File: config.mk
export PLATFORM = sky130hd
export DESIGN_NAME = ex_muldiv_unit_flat
export DESIGN_NICKNAME = d
export VERILOG_FILES = /design/src/rtl/muldiv_pkg.sv /design/src/rtl/muldiv_if.sv /design/src/rtl/muldiv_fixup.sv /design/src/rtl/ex_muldiv_unit.sv /design/src/flat_wrapper.sv
export SDC_FILE = /design/constraint.sdc
export NUM_CORES = 1
export LEC_CHECK = 0
export ABC_AREA = 1
export BUFFER_PORTS_ARGS = -buffer_cell sky130_fd_sc_hd__buf_2
export CORE_ASPECT_RATIO = 1.25
export CORE_MARGIN = 10
export CORE_UTILIZATION = 30
export DETAILED_ROUTE_END_ITERATION = 10
export HOLD_SLACK_MARGIN = 0.15
export PLACE_DENSITY = 0.45
export RECOVER_POWER = 100
export REMOVE_ABC_BUFFERS = 1
export SKIP_CTS_REPAIR_TIMING = 1
export SLEW_MARGIN = 20
export SYNTH_ARGS = -nofsm -noshare
export SYNTH_HDL_FRONTEND = slang
export SYNTH_SLANG_ARGS = --single-unit
File: constraint.sdc
create_clock -name clk -period 3.29 [get_ports clk]
set_input_delay 0.658 -clock clk [delete_from_list [all_inputs] [get_ports clk]]
set_output_delay 0.658 -clock clk [all_outputs]
set_load 0.01 [all_outputs]
File: src/rtl/muldiv_pkg.sv
// Shared types and constants for the EX-stage multiply/divide unit.
// Also consumed by the bench, so both agree on the state encoding.
package muldiv_pkg;

    typedef enum logic [2:0] {
        IDLE  = 3'd0,
        MUL   = 3'd1,
        DIV   = 3'd2,
        FIXUP = 3'd3,
        DONE  = 3'd4
    } muldiv_state_e;

    localparam logic [2:0] MULDIV_MUL    = 3'b000;
    localparam logic [2:0] MULDIV_MULH   = 3'b001;
    localparam logic [2:0] MULDIV_MULHSU = 3'b010;
    localparam logic [2:0] MULDIV_MULHU  = 3'b011;
    localparam logic [2:0] MULDIV_DIV    = 3'b100;
    localparam logic [2:0] MULDIV_DIVU   = 3'b101;
    localparam logic [2:0] MULDIV_REM    = 3'b110;
    localparam logic [2:0] MULDIV_REMU   = 3'b111;

    // OP major opcode; funct7 = 0000001 selects the M extension
    localparam logic [6:0] OPCODE_OP     = 7'b0110011;
    localparam logic [6:0] FUNCT7_MULDIV = 7'b0000001;

    function automatic logic rs1_is_signed(input logic [2:0] f3);
        return (f3 == MULDIV_MULH) || (f3 == MULDIV_MULHSU) ||
               (f3 == MULDIV_DIV)  || (f3 == MULDIV_REM);
    endfunction

    function automatic logic rs2_is_signed(input logic [2:0] f3);
        return (f3 == MULDIV_MULH) || (f3 == MULDIV_DIV) || (f3 == MULDIV_REM);
    endfunction

endpackage

File: src/rtl/muldiv_if.sv
// EX-stage <-> multiply/divide unit bundle.
// Handshake: start is accepted only when the unit is idle and flush is low
// (no ready signal; stall tells the pipeline to hold). done is a one-cycle
// pulse with result/rd_out valid and has no backpressure.
interface muldiv_if #(
    parameter int XLEN                = 32,
    parameter int REGISTER_ADDR_WIDTH = 5
);
    logic                           flush;
    logic                           start;
    logic [2:0]                     funct3;
    logic [XLEN-1:0]                rs1_val;
    logic [XLEN-1:0]                rs2_val;
    logic [REGISTER_ADDR_WIDTH-1:0] rd_in;
    logic                           stall;
    logic                           busy;
    logic                           done;
    logic [XLEN-1:0]                result;
    logic [REGISTER_ADDR_WIDTH-1:0] rd_out;

    modport master (
        output flush, start, funct3, rs1_val, rs2_val, rd_in,
        input  stall, busy, done, result, rd_out
    );

    modport slave (
        input  flush, start, funct3, rs1_val, rs2_val, rd_in,
        output stall, busy, done, result, rd_out
    );
endinterface

File: src/rtl/muldiv_fixup.sv
// Combinational sign correction and result selection for the multiply/divide
// unit: operates on unsigned magnitudes plus the latched operand sign flags.
module muldiv_fixup
    import muldiv_pkg::*;
#(
    parameter int XLEN = 32
) (
    input  logic [2:0]        funct3,
    input  logic [2*XLEN-1:0] prod,
    input  logic [XLEN-1:0]   quot,
    input  logic [XLEN-1:0]   rem,
    input  logic              sign1,
    input  logic              sign2,
    output logic [XLEN-1:0]   sel
);
    logic [2*XLEN-1:0] prod_fix;
    logic [XLEN-1:0]   quot_fix;
    logic [XLEN-1:0]   rem_fix;

    always_comb begin
        prod_fix = (sign1 ^ sign2) ? -prod : prod;
        quot_fix = (sign1 ^ sign2) ? -quot : quot;
        // remainder takes the dividend's sign
        rem_fix  = sign1 ? -rem : rem;
        case (funct3)
            MULDIV_MUL:                             sel = prod_fix[XLEN-1:0];
            MULDIV_MULH, MULDIV_MULHSU, MULDIV_MULHU: sel = prod_fix[2*XLEN-1:XLEN];
            MULDIV_DIV, MULDIV_DIVU:                sel = quot_fix;
            default:                                sel = rem_fix;
        endcase
    end
endmodule

File: src/rtl/ex_muldiv_unit.sv
// Multi-cycle RV32M/RV64M multiply/divide unit beside the EX-stage ALU.
// Define MULDIV_FAST_MUL_EN for a single-cycle multiplier; default is shift-add.
module ex_muldiv_unit
    import muldiv_pkg::*;
#(
    parameter int XLEN                = 32,
    parameter int REGISTER_ADDR_WIDTH = 5
) (
    input  logic          clk,
    input  logic          rst_n,
    muldiv_if.slave       bus,
    output muldiv_state_e state_dbg
);
    localparam int              CNT_W    = $clog2(XLEN) + 1;
    localparam logic [CNT_W-1:0] CNT_LOAD = CNT_W'(XLEN);

    muldiv_state_e                  state_q, state_d;
    logic [2:0]                     funct3_q;
    logic [REGISTER_ADDR_WIDTH-1:0] rd_q;
    logic                           sign1_q, sign2_q;
    logic [XLEN-1:0]                a_q, b_q;
    logic [2*XLEN-1:0]              acc_q;
    logic [XLEN-1:0]                quot_q, rem_q;
    logic [CNT_W-1:0]               cnt_q;
    logic [XLEN-1:0]                result_q;

    logic              accept, s1, s2, div_zero, div_ovf, special;
    logic [XLEN-1:0]   a_mag, b_mag, special_res, rem_next, diff, fix_sel;
    logic [XLEN:0]     shifted;
    logic              borrow;
`ifndef MULDIV_FAST_MUL_EN
    logic [XLEN:0]     sum;
`else
    logic signed [XLEN:0] fa, fb;
`endif

    assign accept = (state_q == IDLE) && bus.start && !bus.flush;

    // Accept-cycle operand conditioning and divide special cases
    always_comb begin
        s1          = rs1_is_signed(bus.funct3) & bus.rs1_val[XLEN-1];
        s2          = rs2_is_signed(bus.funct3) & bus.rs2_val[XLEN-1];
        a_mag       = s1 ? -bus.rs1_val : bus.rs1_val;
        b_mag       = s2 ? -bus.rs2_val : bus.rs2_val;
        div_zero    = (bus.rs2_val == '0);
        div_ovf     = !bus.funct3[0] && (bus.rs1_val == {1'b1, {(XLEN-1){1'b0}}}) &&
                      (&bus.rs2_val);
        special     = bus.funct3[2] && (div_zero || div_ovf);
        special_res = div_zero ? (bus.funct3[1] ? bus.rs1_val : '1)
                               : (bus.funct3[1] ? '0 : bus.rs1_val);
`ifdef MULDIV_FAST_MUL_EN
        fa = {rs1_is_signed(bus.funct3) & bus.rs1_val[XLEN-1], bus.rs1_val};
        fb = {rs2_is_signed(bus.funct3) & bus.rs2_val[XLEN-1], bus.rs2_val};
`endif
    end

    // One iteration of each datapath
    always_comb begin
`ifndef MULDIV_FAST_MUL_EN
        sum      = {1'b0, acc_q[2*XLEN-1:XLEN]} + (acc_q[0] ? {1'b0, a_q} : '0);
`endif
        shifted  = {rem_q, quot_q[XLEN-1]};
        borrow   = shifted < {1'b0, b_q};
        diff     = shifted[XLEN-1:0] - b_q;
        rem_next = borrow ? shifted[XLEN-1:0] : diff;
    end

    always_comb begin
        state_d = state_q;
        case (state_q)
            IDLE: begin
                if (accept) begin
                    if (bus.funct3[2])
                        state_d = special ? DONE : DIV;
                    else
`ifdef MULDIV_FAST_MUL_EN
                        state_d = FIXUP;
`else
                        state_d = MUL;
`endif
                end
            end
`ifndef MULDIV_FAST_MUL_EN
            MUL:     state_d = (cnt_q == CNT_W'(1)) ? FIXUP : MUL;
`endif
            DIV:     state_d = (cnt_q == CNT_W'(1)) ? FIXUP : DIV;
            FIXUP:   state_d = DONE;
            DONE:    state_d = IDLE;
            default: state_d = IDLE;
        endcase
        if (bus.flush)
            state_d = IDLE;
    end

    always_ff @(posedge clk or negedge rst_n) begin
        if (!rst_n)
            state_q <= IDLE;
        else
            state_q <= state_d;
    end

    always_ff @(posedge clk or negedge rst_n) begin
        if (!rst_n) begin
            funct3_q <= '0;
            rd_q     <= '0;
            sign1_q  <= 1'b0;
            sign2_q  <= 1'b0;
            a_q      <= '0;
            b_q      <= '0;
            acc_q    <= '0;
            quot_q   <= '0;
            rem_q    <= '0;
            cnt_q    <= '0;
            result_q <= '0;
        end else if (accept) begin
            funct3_q <= bus.funct3;
            rd_q     <= bus.rd_in;
            a_q      <= a_mag;
            b_q      <= b_mag;
            quot_q   <= a_mag;
            rem_q    <= '0;
            cnt_q    <= CNT_LOAD;
`ifdef MULDIV_FAST_MUL_EN
            // signed product is already exact; fixup must not negate it
            sign1_q  <= bus.funct3[2] & s1;
            sign2_q  <= bus.funct3[2] & s2;
            acc_q    <= (2*XLEN)'(fa * fb);
`else
            sign1_q  <= s1;
            sign2_q  <= s2;
            acc_q    <= {{XLEN{1'b0}}, b_mag};
`endif
            if (special)
                result_q <= special_res;
        end else begin
            case (state_q)
`ifndef MULDIV_FAST_MUL_EN
                MUL: begin
                    acc_q <= {sum, acc_q[XLEN-1:1]};
                    cnt_q <= cnt_q - CNT_W'(1);
                end
`endif
                DIV: begin
                    rem_q  <= rem_next;
                    quot_q <= {quot_q[XLEN-2:0], ~borrow};
                    cnt_q  <= cnt_q - CNT_W'(1);
                end
                FIXUP: if (!bus.flush) result_q <= fix_sel;
                default: ;
            endcase
        end
    end

    muldiv_fixup #(.XLEN(XLEN)) u_fixup (
        .funct3 (funct3_q),
        .prod   (acc_q),
        .quot   (quot_q),
        .rem    (rem_q),
        .sign1  (sign1_q),
        .sign2  (sign2_q),
        .sel    (fix_sel)
    );

    assign bus.busy   = (state_q != IDLE);
    assign bus.done   = (state_q == DONE) && !bus.flush;
    assign bus.stall  = accept || ((state_q != IDLE) && (state_q != DONE));
    assign bus.result = result_q;
    assign bus.rd_out = rd_q;
    assign state_dbg  = state_q;

endmodule

File: src/flat_wrapper.sv
// flat-port wrapper written by rule: the top's interface ports become plain ports
module ex_muldiv_unit_flat import muldiv_pkg::*;
#(
    parameter int XLEN                = 32,
    parameter int REGISTER_ADDR_WIDTH = 5
)
  (clk, rst_n, state_dbg, bus_flush, bus_start, bus_funct3, bus_rs1_val, bus_rs2_val, bus_rd_in, bus_stall, bus_busy, bus_done, bus_result, bus_rd_out);
  muldiv_if #(.XLEN(XLEN), .REGISTER_ADDR_WIDTH(REGISTER_ADDR_WIDTH)) bus_i ();
  input  logic clk;
  input  logic rst_n;
  output muldiv_state_e state_dbg;
  input wire logic [$bits(bus_i.flush)-1:0] bus_flush;
  input wire logic [$bits(bus_i.start)-1:0] bus_start;
  input wire logic [$bits(bus_i.funct3)-1:0] bus_funct3;
  input wire logic [$bits(bus_i.rs1_val)-1:0] bus_rs1_val;
  input wire logic [$bits(bus_i.rs2_val)-1:0] bus_rs2_val;
  input wire logic [$bits(bus_i.rd_in)-1:0] bus_rd_in;
  output wire logic [$bits(bus_i.stall)-1:0] bus_stall;
  output wire logic [$bits(bus_i.busy)-1:0] bus_busy;
  output wire logic [$bits(bus_i.done)-1:0] bus_done;
  output wire logic [$bits(bus_i.result)-1:0] bus_result;
  output wire logic [$bits(bus_i.rd_out)-1:0] bus_rd_out;
  assign bus_i.flush = bus_flush;
  assign bus_i.start = bus_start;
  assign bus_i.funct3 = bus_funct3;
  assign bus_i.rs1_val = bus_rs1_val;
  assign bus_i.rs2_val = bus_rs2_val;
  assign bus_i.rd_in = bus_rd_in;
  assign bus_stall = bus_i.stall;
  assign bus_busy = bus_i.busy;
  assign bus_done = bus_i.done;
  assign bus_result = bus_i.result;
  assign bus_rd_out = bus_i.rd_out;
  ex_muldiv_unit #(.XLEN(XLEN), .REGISTER_ADDR_WIDTH(REGISTER_ADDR_WIDTH)) u_core (.clk(clk), .rst_n(rst_n), .bus(bus_i), .state_dbg(state_dbg));
endmodule
Word-level counts from Yosys, hierarchy flattened
Index checks and enable logic that the tools add are counted.
- register bits after elaboration: 243
- input port bits: 76
- output and inout port bits: 43
- add/sub/neg operators: 8
- order comparisons: 1
- equality and inequality tests: 19
- multiplexer cells: 30
- bitwise gates (word level): 4
- reductions and logical operators: 29
- operators by type and width (cell ; count):
    32-bit two-way mux ; 17
    64-bit two-way mux ; 3
    32-bit negator ; 4
    32-bit case mux with 3 select lines ; 1
    64-bit negator ; 1
    32-bit by 33-bit adder with 33-bit output ; 1
    33-bit by 32-bit < comparator with 1-bit output ; 1
    32-bit == test, second input constant ; 1
    32-bit logical NOT ; 1
    32-bit AND reduction ; 1
    32-bit subtractor ; 1
    3-bit by 2-bit == test with 1-bit output, second input constant ; 5
    3-bit == test, second input constant ; 5
    3-bit two-way mux ; 4
    6-bit two-way mux ; 2
    3-bit case mux with 4 select lines ; 1
    3-bit by 1-bit == test with 1-bit output, second input constant ; 3
    2-bit nonzero test ; 4
    1-bit logical AND ; 7
    1-bit logical OR ; 7
    6-bit by 1-bit == test with 1-bit output, second input constant ; 1
    3-bit logical NOT ; 2
    6-bit by 1-bit subtractor with 6-bit output, second input constant ; 1
    2-bit OR reduction ; 2
    other kinds (13) ; 15

Longest topological paths before layout
Gate-level depths: netlist of run 1.
- word-level depth: 10
- gate-level depth with buffers: 19
- depth with buffers taken out: 17

Hierarchy
A second synthesis of run 1 with hierarchy kept.
- cell total of the unflattened synthesis: 3852
- area total of the unflattened synthesis: 22954.5 um^2
- by module, submodules not included (module ; instances ; cells an instance ; area each (um^2) ; sequential area each (um^2)):
    ex_muldiv_unit ; 1 ; 2727 ; 17817.1 ; 6080.8
    muldiv_fixup ; 1 ; 1125 ; 5137.4 ; 0.0

Worst setup path after synthesis of run 1
Ideal clock, no wire load.
- path type: reg2reg
- from: reg u_core.acc_q[0]
- to: reg u_core.acc_q[53]
- setup time: 83 ps
- data arrival time: 2344 ps
- data required time: 3207 ps
- slack: 863 ps
- stages on the path, launching flop included: 18
- cell sequence: dfrtp_1 > buf_2 > clkbuf_1 > nand2_1 > inv_1 > ha_1 > fa_1 > nand3_1 > nand2_1 > a21oi_1 > o21bai_1 > nand2_1 > nand2_1 > nand3_1 > nand2_1 > nand2_1 > nand2_1 > o21ai_0
- word-level cells in the longest chain between the ends: 4
- ends and longest elaborated chain (what ; line ; RTL):
    start: declaration ; ex_muldiv_unit.sv:22 ; logic [2*XLEN-1:0] acc_q;
    start signal: assignment ; ex_muldiv_unit.sv:131 ; acc_q <= {{XLEN{1'b0}}, b_mag};
    start signal: assignment ; ex_muldiv_unit.sv:139 ; acc_q <= {sum, acc_q[XLEN-1:1]};
    32-bit two-way mux ; ex_muldiv_unit.sv:60 ; sum = {1'b0, acc_q[2*XLEN-1:XLEN]} + (acc_q[0] ? {1'b0, a_q} : '0);
    32-bit by 33-bit adder with 33-bit output ; ex_muldiv_unit.sv:60 ;
    64-bit two-way mux ; ex_muldiv_unit.sv:136 ; case (state_q)
    64-bit two-way mux ; ex_muldiv_unit.sv:115 ; end else if (accept) begin
No other way between the ends. The select of a mux whose other input is x is not followed.
A chain may end at the register's enable or synchronous reset.

Worst setup path in the final report of run 1
- from: reg u_core.state_q[0] (netlist: u_core.state_dbg[0])
- to: reg u_core.quot_q[16]
- word-level cells in the longest chain between the ends: 4
- elaborated cells on any way between the ends: 6
- ends and longest elaborated chain (what ; line ; RTL):
    start: declaration ; ex_muldiv_unit.sv:17 ; muldiv_state_e state_q, state_d;
    start signal: assignment ; ex_muldiv_unit.sv:99 ; state_q <= state_d;
    3-bit logical NOT ; ex_muldiv_unit.sv:37 ; assign accept = (state_q == IDLE) && bus.start && !bus.flush;
    1-bit logical AND (2 in a row) ; ex_muldiv_unit.sv:37 ;
    32-bit two-way mux / 2-bit nonzero test (equally long branches) ; - ;
    end signal: assignment ; ex_muldiv_unit.sv:120 ; quot_q <= a_mag;
    end signal: assignment ; ex_muldiv_unit.sv:145 ; quot_q <= {quot_q[XLEN-2:0], ~borrow};
    end: declaration ; ex_muldiv_unit.sv:23 ; logic [XLEN-1:0] quot_q, rem_q;
Parallel ways exist; a longest one is shown, timed or not.

==> metrics.txt, run 1 <==
Initial Util=just over 30%; most frequent cell on the critical path=inv_1; critical path type=flop to flop; WL final=97,300 um; Row Count=108; r2r worst-path depth=9; Num CTS Buffers=31; Clock Power Share=between 10% and 20%; Final ANT Viol Nets=0; Register-to-Register Setup Slack=0.31 ns; HPWL Detailed=roughly 79,000 um; Final Hold Vio Count=0; placed insts=4,464; M1 GR Usage=approximately 27%; XOR/XNOR Fraction of Synth Area=under 10%; PortBufs=118; Die Span Y=317 um; Flop pwr share=about a quarter; post-synthesis sequential area ratio=between 20% and 30%; outcome=finished clean; Max stage delay cell, worst path=inv_1; Period minus WS final=between 2 and 3 ns; largest net degree at the start of global routing=92; Critical Path AT=approximately 3.5 ns; worst vdd ir=0.000464 V; fraction of the mapped netlist area in adder cells=between 4 and 5%; layer with the highest usage=met2; Core Region=69,700 sq um; initial DRC count=roughly 1,600; Power Density=slightly above 900 nW/um^2; Worst Path Required=around 3.8 ns; Final setup violation count=0; CP max FO=19; RD Place Congestion=around 0.99; Startpoint Class=flop; Yosys top cell by area=dfrtp_1; CP max stage delay=around 0.82 ns; Mapped Area=21,200 sq um; crit path capture type=flop; maxcap violations=0; grt met3 use=2.51%; H-tree depth=1; fraction of layout cells with a size suffix above 1=roughly 6.4%; compound-cell area share of the yosys netlist=18.5%; Relative slew margins=between 3 and 4%; DR pass1 iterations=5; vias per std cell=between 5 and 6; clock sink total=roughly 240; Root Driver=clkbuf_16; top-area cell type share of the netlist area=28.7%; area growth from synthesis to layout=12.9%; Die X=roughly 260 um; Leak=11.6 nW; Post-Synthesis Cells=roughly 3,500; Worst-Skew Late Latency=~0.6 ns; unrepaired setup endpoints after global routing=no; Core Util, Final=around a third; Fmax=~340 MHz; crit path to=u_core.quot_q[16]; reg-to-reg startpoint=u_core.state_dbg[0]; total gr overflow=0; switching part of the total=about 55%; hold slack=0.266 ns; DR WL/cell=~22 um; Layout Nets=3,713; DR vias=~23,000; Int Power=0.0101 W; type of the worst min-delay path=input port to flop; YS warnings=0; Reg-to-Reg End=u_core.quot_q[16]; GRT Util Overall=23.2%; Max Slew Vio Count=0; Area contributors post-synth=dfrtp_1, nand2_1, nor2_1; final setup skew=0.00965 ns; IO Pins=between 100 and 150; Die Area=81,800 sq um; CTS tree=yes; multiplexer share of the synthesized area=0%; Synth Register Bits=around 240; Yosys cell types=between 50 and 60; CP cell instances=nor2_1, inv_1, nor2_4, nand3_4, inv_1, clkbuf_1, o21ai_0, a21o_1, a22oi_1; Reg clk slew, reported paths=~0.06 ns; Critical Path Source=u_core.state_dbg[0]; fin cells=4,520; clock tree buffer depth=3; Avg Cell Area, Syn=6.15 sq um; largest family of logic cells by synthesized area=simple AND/OR/NAND/NOR gates; # fillers=7,985; most common cell after layout, fill and taps aside=nand2_1; final cycle utilization of the critical path=90.6%; M2 GR Usage=41.8%; first-pass GRT wire length=146,000 um; drt drc=0; commonest cells after routing, fill and taps aside=nand2_1, nor2_1, inv_1; Psw=0.0121 W; initial antenna violation count=4; Combinational Power Share=59.6%; vias in the first global route=23,000; Post-Synth Simple-Gate Area=between 30% and 40%; Least-Margin Pin Slew=approximately 1.5 ns
==> sequential cells by signal, indices dropped and copies added (netlist names), 3 cells and up <==
register	flops
u_core.funct3_q	3
u_core.quot_q	32
u_core.bus.result	32
u_core.cnt_q	6
u_core.acc_q	64
u_core.a_q	32
u_core.bus.rd_out	5
u_core.rem_q	32
u_core.b_q	32
u_core.state_dbg	3
==> kinds of logic after synthesis <==
logic type,count (synthesis)
fa+ha+maj,79
flops,243
simple gates,1876
xor+xnor,40
compound gates,722
buf+inv,493
==> metrics by stage <==
stage	setup TNS, ns	worst slack, ns	total power, W	area [sq um]
after floorplan	-304.47	-1.91	0.0136	20700
after global placement	0	0.468	0.0189	23100
after detailed placement	0	0.446	0.0188	23100
after CTS	0	0.347	0.0224	24100
after global routing	0	0.101	0.0242	24000
final	0	0.308	0.0223	24000
==> routing by layer <==
layer	vias up	wire length (um)
li1	11700	-
met1	11000	40100
met2	532	48700
met3	159	3590
met4	6	4850
met5	-	34
==> final cells by class <==
| type | instances | area [sq um] | area share (%) |
|---|---|---|---|
| Sequential cell | 243 | 6080 | 25.4 |
| Clock buffer | 39 | 846 | 3.53 |
| Timing Repair Buffer | 193 | 1130 | 4.71 |
| Inverter | 377 | 1420 | 5.94 |
| Multi-Input combinational cell | 2717 | 13200 | 54.9 |
| Tap cell | 935 | 1170 | 4.88 |
| Antenna cell | 1 | 2.50 | 0.0104 |
| Clock inverter | 15 | 149 | 0.621 |
==> cells in the mapped netlist, drive strengths merged <==
cell and n:
a221oi 1, a22oi 34, a31oi 4, nor4 12
fa 2, maj3 5, nand2 930, clkbuf 65
inv 373, nand3b 26, nand4 47, o2111ai 1
o221ai 10, ha 72, or2 3, o21ai 349
a2bb2oi 1, a21oi 245, dfrtp 243, o21a 7
nor2 475, o211ai 15, a21boi 4, xnor2 16
o21bai 11, a21o 18, nor3 44, o22ai 17
a211oi 2, clkinv 4, nand3 338, buf 51
xor2 24, o31ai 3, and2 1
==> worst max-delay path, delay by kind of cell (launching register included) <==
family / cells / cell delay (ns)
buf+inv: 3 / 1.36
simple gates: 3 / 0.55
compound gates: 3 / 0.54
flops: 1 / 0.44
==> how the worst min path moves through the flow <==
stage                               from              endpoint  cells after the start
floorplan                          rst_n         u_core.a_q[0]                      0
global placement    u_core.bus.rd_out[2]  u_core.bus.rd_out[2]                      2
detailed placement  u_core.bus.rd_out[0]  u_core.bus.rd_out[0]                      2
CTS                                rst_n      u_core.acc_q[42]                      1
global route                bus_rd_in[3]  u_core.bus.rd_out[3]                      3
finish                      bus_rd_in[4]  u_core.bus.rd_out[4]                      3
==> power by group through the flow <==
stage / registers, W / clock network, W / logic, W
2_1_floorplan: 0.00505 / 0 / 0.00858
3_3_place_gp: 0.00555 / 0 / 0.0133
3_5_place_dp: 0.00553 / 0 / 0.0133
4_1_cts: 0.00550 / 0.00356 / 0.0134
5_1_grt: 0.00565 / 0.00369 / 0.0148
6_report: 0.00554 / 0.00347 / 0.0133
(Power assumes the default switching activity.)
==> inputs of run 2 (changes only) <==
--- a/config.mk
+++ b/config.mk
@@ -7,12 +7,14 @@
 export LEC_CHECK = 0
 export ABC_AREA = 1
 export BUFFER_PORTS_ARGS = -buffer_cell sky130_fd_sc_hd__buf_2
+export CELL_PAD_IN_SITES_DETAIL_PLACEMENT = 1
+export CELL_PAD_IN_SITES_GLOBAL_PLACEMENT = 1
 export CORE_ASPECT_RATIO = 1.25
 export CORE_MARGIN = 10
 export CORE_UTILIZATION = 30
 export DETAILED_ROUTE_END_ITERATION = 10
 export HOLD_SLACK_MARGIN = 0.15
-export PLACE_DENSITY = 0.45
+export PLACE_DENSITY = 0.59
 export RECOVER_POWER = 100
 export REMOVE_ABC_BUFFERS = 1
 export SKIP_CTS_REPAIR_TIMING = 1
==> run 2 against run 1 <==
  * The flow now finishes with violations (capacitance limit, slew limit)
  * First-iteration DRC count decreased by 10%
  * Combinational power is 5% higher
  * Largest power group unchanged
  * Critical path depth decreased by 2
  * Sequential power decreased by 2%
  * Global-route usage increased by 1.4 points
  * Power increased by 4.3%
  * Highest routed layer unchanged
  * Design area up 0.96%
  * Flip-flop and latch count unchanged
  * Hold slack gained 0.020 ns
  * Utilization up 0.33 points
==> metrics.txt, run 2 (same netlist as run 1, synthesis figures left out) <==
Final Hold Vio Count=0 (unchanged); IO Pins=119 (unchanged); PortBufs=118 (unchanged); worst vdd ir=0.000390 V (-16%); Reg clk slew, reported paths=0.06 ns (about the same); most common cell after layout, fill and taps aside=nand2_1; r2r worst-path depth=11 (+2); CTS tree=yes; Core Region=69,700 sq um (unchanged); min-delay src=bus_rd_in[1]; CP max FO=114 (+95); total gr overflow=0 (unchanged); Relative slew margins=-15.1% (-18 points); clock sink total=243 (unchanged); Least-Margin Pin Slew=1.73 ns (+0.276 ns); CP max stage delay=0.52 ns (-0.30 ns); crit path capture type=output port; wl on met1=42,300 um (+5.7%); Reg-to-Reg End=u_core.rem_q[31]; Root Driver=clkbuf_16; HPWL Detailed=83,200 um (+5.6%); initial DRC count=1,440 (-10%); Max Slew Vio Count=47 (+47); unrepaired setup endpoints after global routing=no; Leak=11.8 nW (+1.2%); Initial Util=30.4% (unchanged); Top reg by flops=u_core.acc_q; Num CTS Buffers=34 (+9.7%); failing checks=capacitance limit, slew limit; Max stage delay cell, worst path=buf_8; metal3 WL=3900 um (+8.6%); clock tree buffer depth=3 (unchanged); Critical Path AT=2.31 ns (-1.17 ns); max FFs per register=64 (unchanged); final setup skew=0.0344 ns (+0.0247 ns); fraction of layout cells with a size suffix above 1=6.81% (+0.37 points); Startpoint Class=flop; area growth from synthesis to layout=14.0%; DR vias=24,000 (+2.9%); worst setup margin=0.325 ns (+0.0170 ns); DR WL/cell=22.6 um (+5.1%); Final setup violation count=0 (unchanged); Layout Nets=3,724 (+0.30%); commonest cells after routing, fill and taps aside=nand2_1, nor2_1, inv_1; Worst Path Required=2.63 ns (-1.16 ns); Die Span Y=317 um (unchanged); largest net degree at the start of global routing=115 (+25%); Register-to-Register Setup Slack=0.35 ns (+0.04 ns); final instance area=24,200 sq um (+0.96%); vias in the first global route=24,500 (+6.4%); reg-to-reg startpoint=u_core.rem_q[20]; CP cell instances=nor2_1, inv_1, nor2_4, nand3_4, buf_8, nand2_1, buf_2; GRT Util Overall=24.6% (+1.4 points); Die Area=81,800 sq um (unchanged); Die X=258 um (unchanged); maxcap violations=1 (+1); Power Density=961 nW/um^2 (+3.3%); vias per std cell=5.29 (+2.6%); drt drc=0 (unchanged); final cycle utilization of the critical path=90.1% (-0.52 points); hold path cells=3 (unchanged); H-tree depth=2 (+1); Pwr Total=0.0232 W (+4.3%); DR pass1 iterations=5 (unchanged); placed inst area=23,200 sq um (+0.27%); met2 wire length=50,300 um (+3.3%); initial antenna violation count=4 (unchanged); Worst-Skew Late Latency=0.58 ns (-0.02 ns); WL final=103,000 um (+5.4%); outcome=complete, but fails checks; Fmax=337 MHz (+0.57%); Period minus WS final=2.96 ns (-0.0170 ns); type of the worst min-delay path=input port to flop; RD Place Congestion=0.930 (-6.1%); post-placement setup slack=0.264 ns (-0.182 ns); first-pass GRT wire length=154,000 um (+5.7%); Worst Hold Path EP=u_core.bus.rd_out[1]; critical path type=flop to output port; Row Count=108 (unchanged); top routing layer used=met5; Final ANT Viol Nets=0 (unchanged)
==> run 2: cell type report <==
class                   count  area [sq um]
diodes                      2          5.00
clock buffers              49          1010
clock inverters             9           139
fillers                  9281         45500
inverters                 377          1420
multi-input cells        2717         13200
flip-flops and latches    243          6080
well taps                 935          1170
repair buffers            201          1210
==> run 2: power breakdown <==
group          switching (W)  leakage [nW]  internal [W]  total [W]
combinational        0.00968          8.18       0.00419     0.0139
clock                0.00157         0.568       0.00237    0.00394
sequential           0.00134          3.03       0.00409    0.00543
total                 0.0126          11.8        0.0106     0.0232
==> run 2: how the worst max path moves through the flow <==
stage	startpoint	end	depth (start not counted)
final	u_core.state_dbg[1]	bus_stall	7
after floorplan	bus_flush	u_core.bus.result[10]	8
after CTS	u_core.state_dbg[1]	bus_stall	7
after global routing	u_core.acc_q[0]	u_core.acc_q[62]	12
after global placement	bus_rs2_val[1]	u_core.bus.result[31]	15
after detailed placement	bus_funct3[0]	u_core.acc_q[18]	10
==> run 2: layer usage <==
layer	vias up	global-route usage [%]
met5	-	0
met4	4	12.9
met3	183	3.29
met2	504	43.0
met1	11600	29.0
li1	11700	-
==> run 2: per-stage QoR <==
stage	hold WS (ns)	utilization, %	TNS, ns	std cells
finish	0.286	34.7	0	4533
global route	0.286	34.7	0	4531
CTS	0.0567	34.9	0	4530
detailed placement	0.464	33.3	0	4472
global placement	0.462	33.3	0	4472
floorplan	0.362	-	-304.47	3337
==> run 2: worst max-delay path, delay by kind of cell (launching register included) <==
| family | cells | cell delay, ns |
|---|---|---|
| buf+inv | 3 | 0.84 |
| flops | 1 | 0.40 |
| simple gates | 4 | 0.48 |
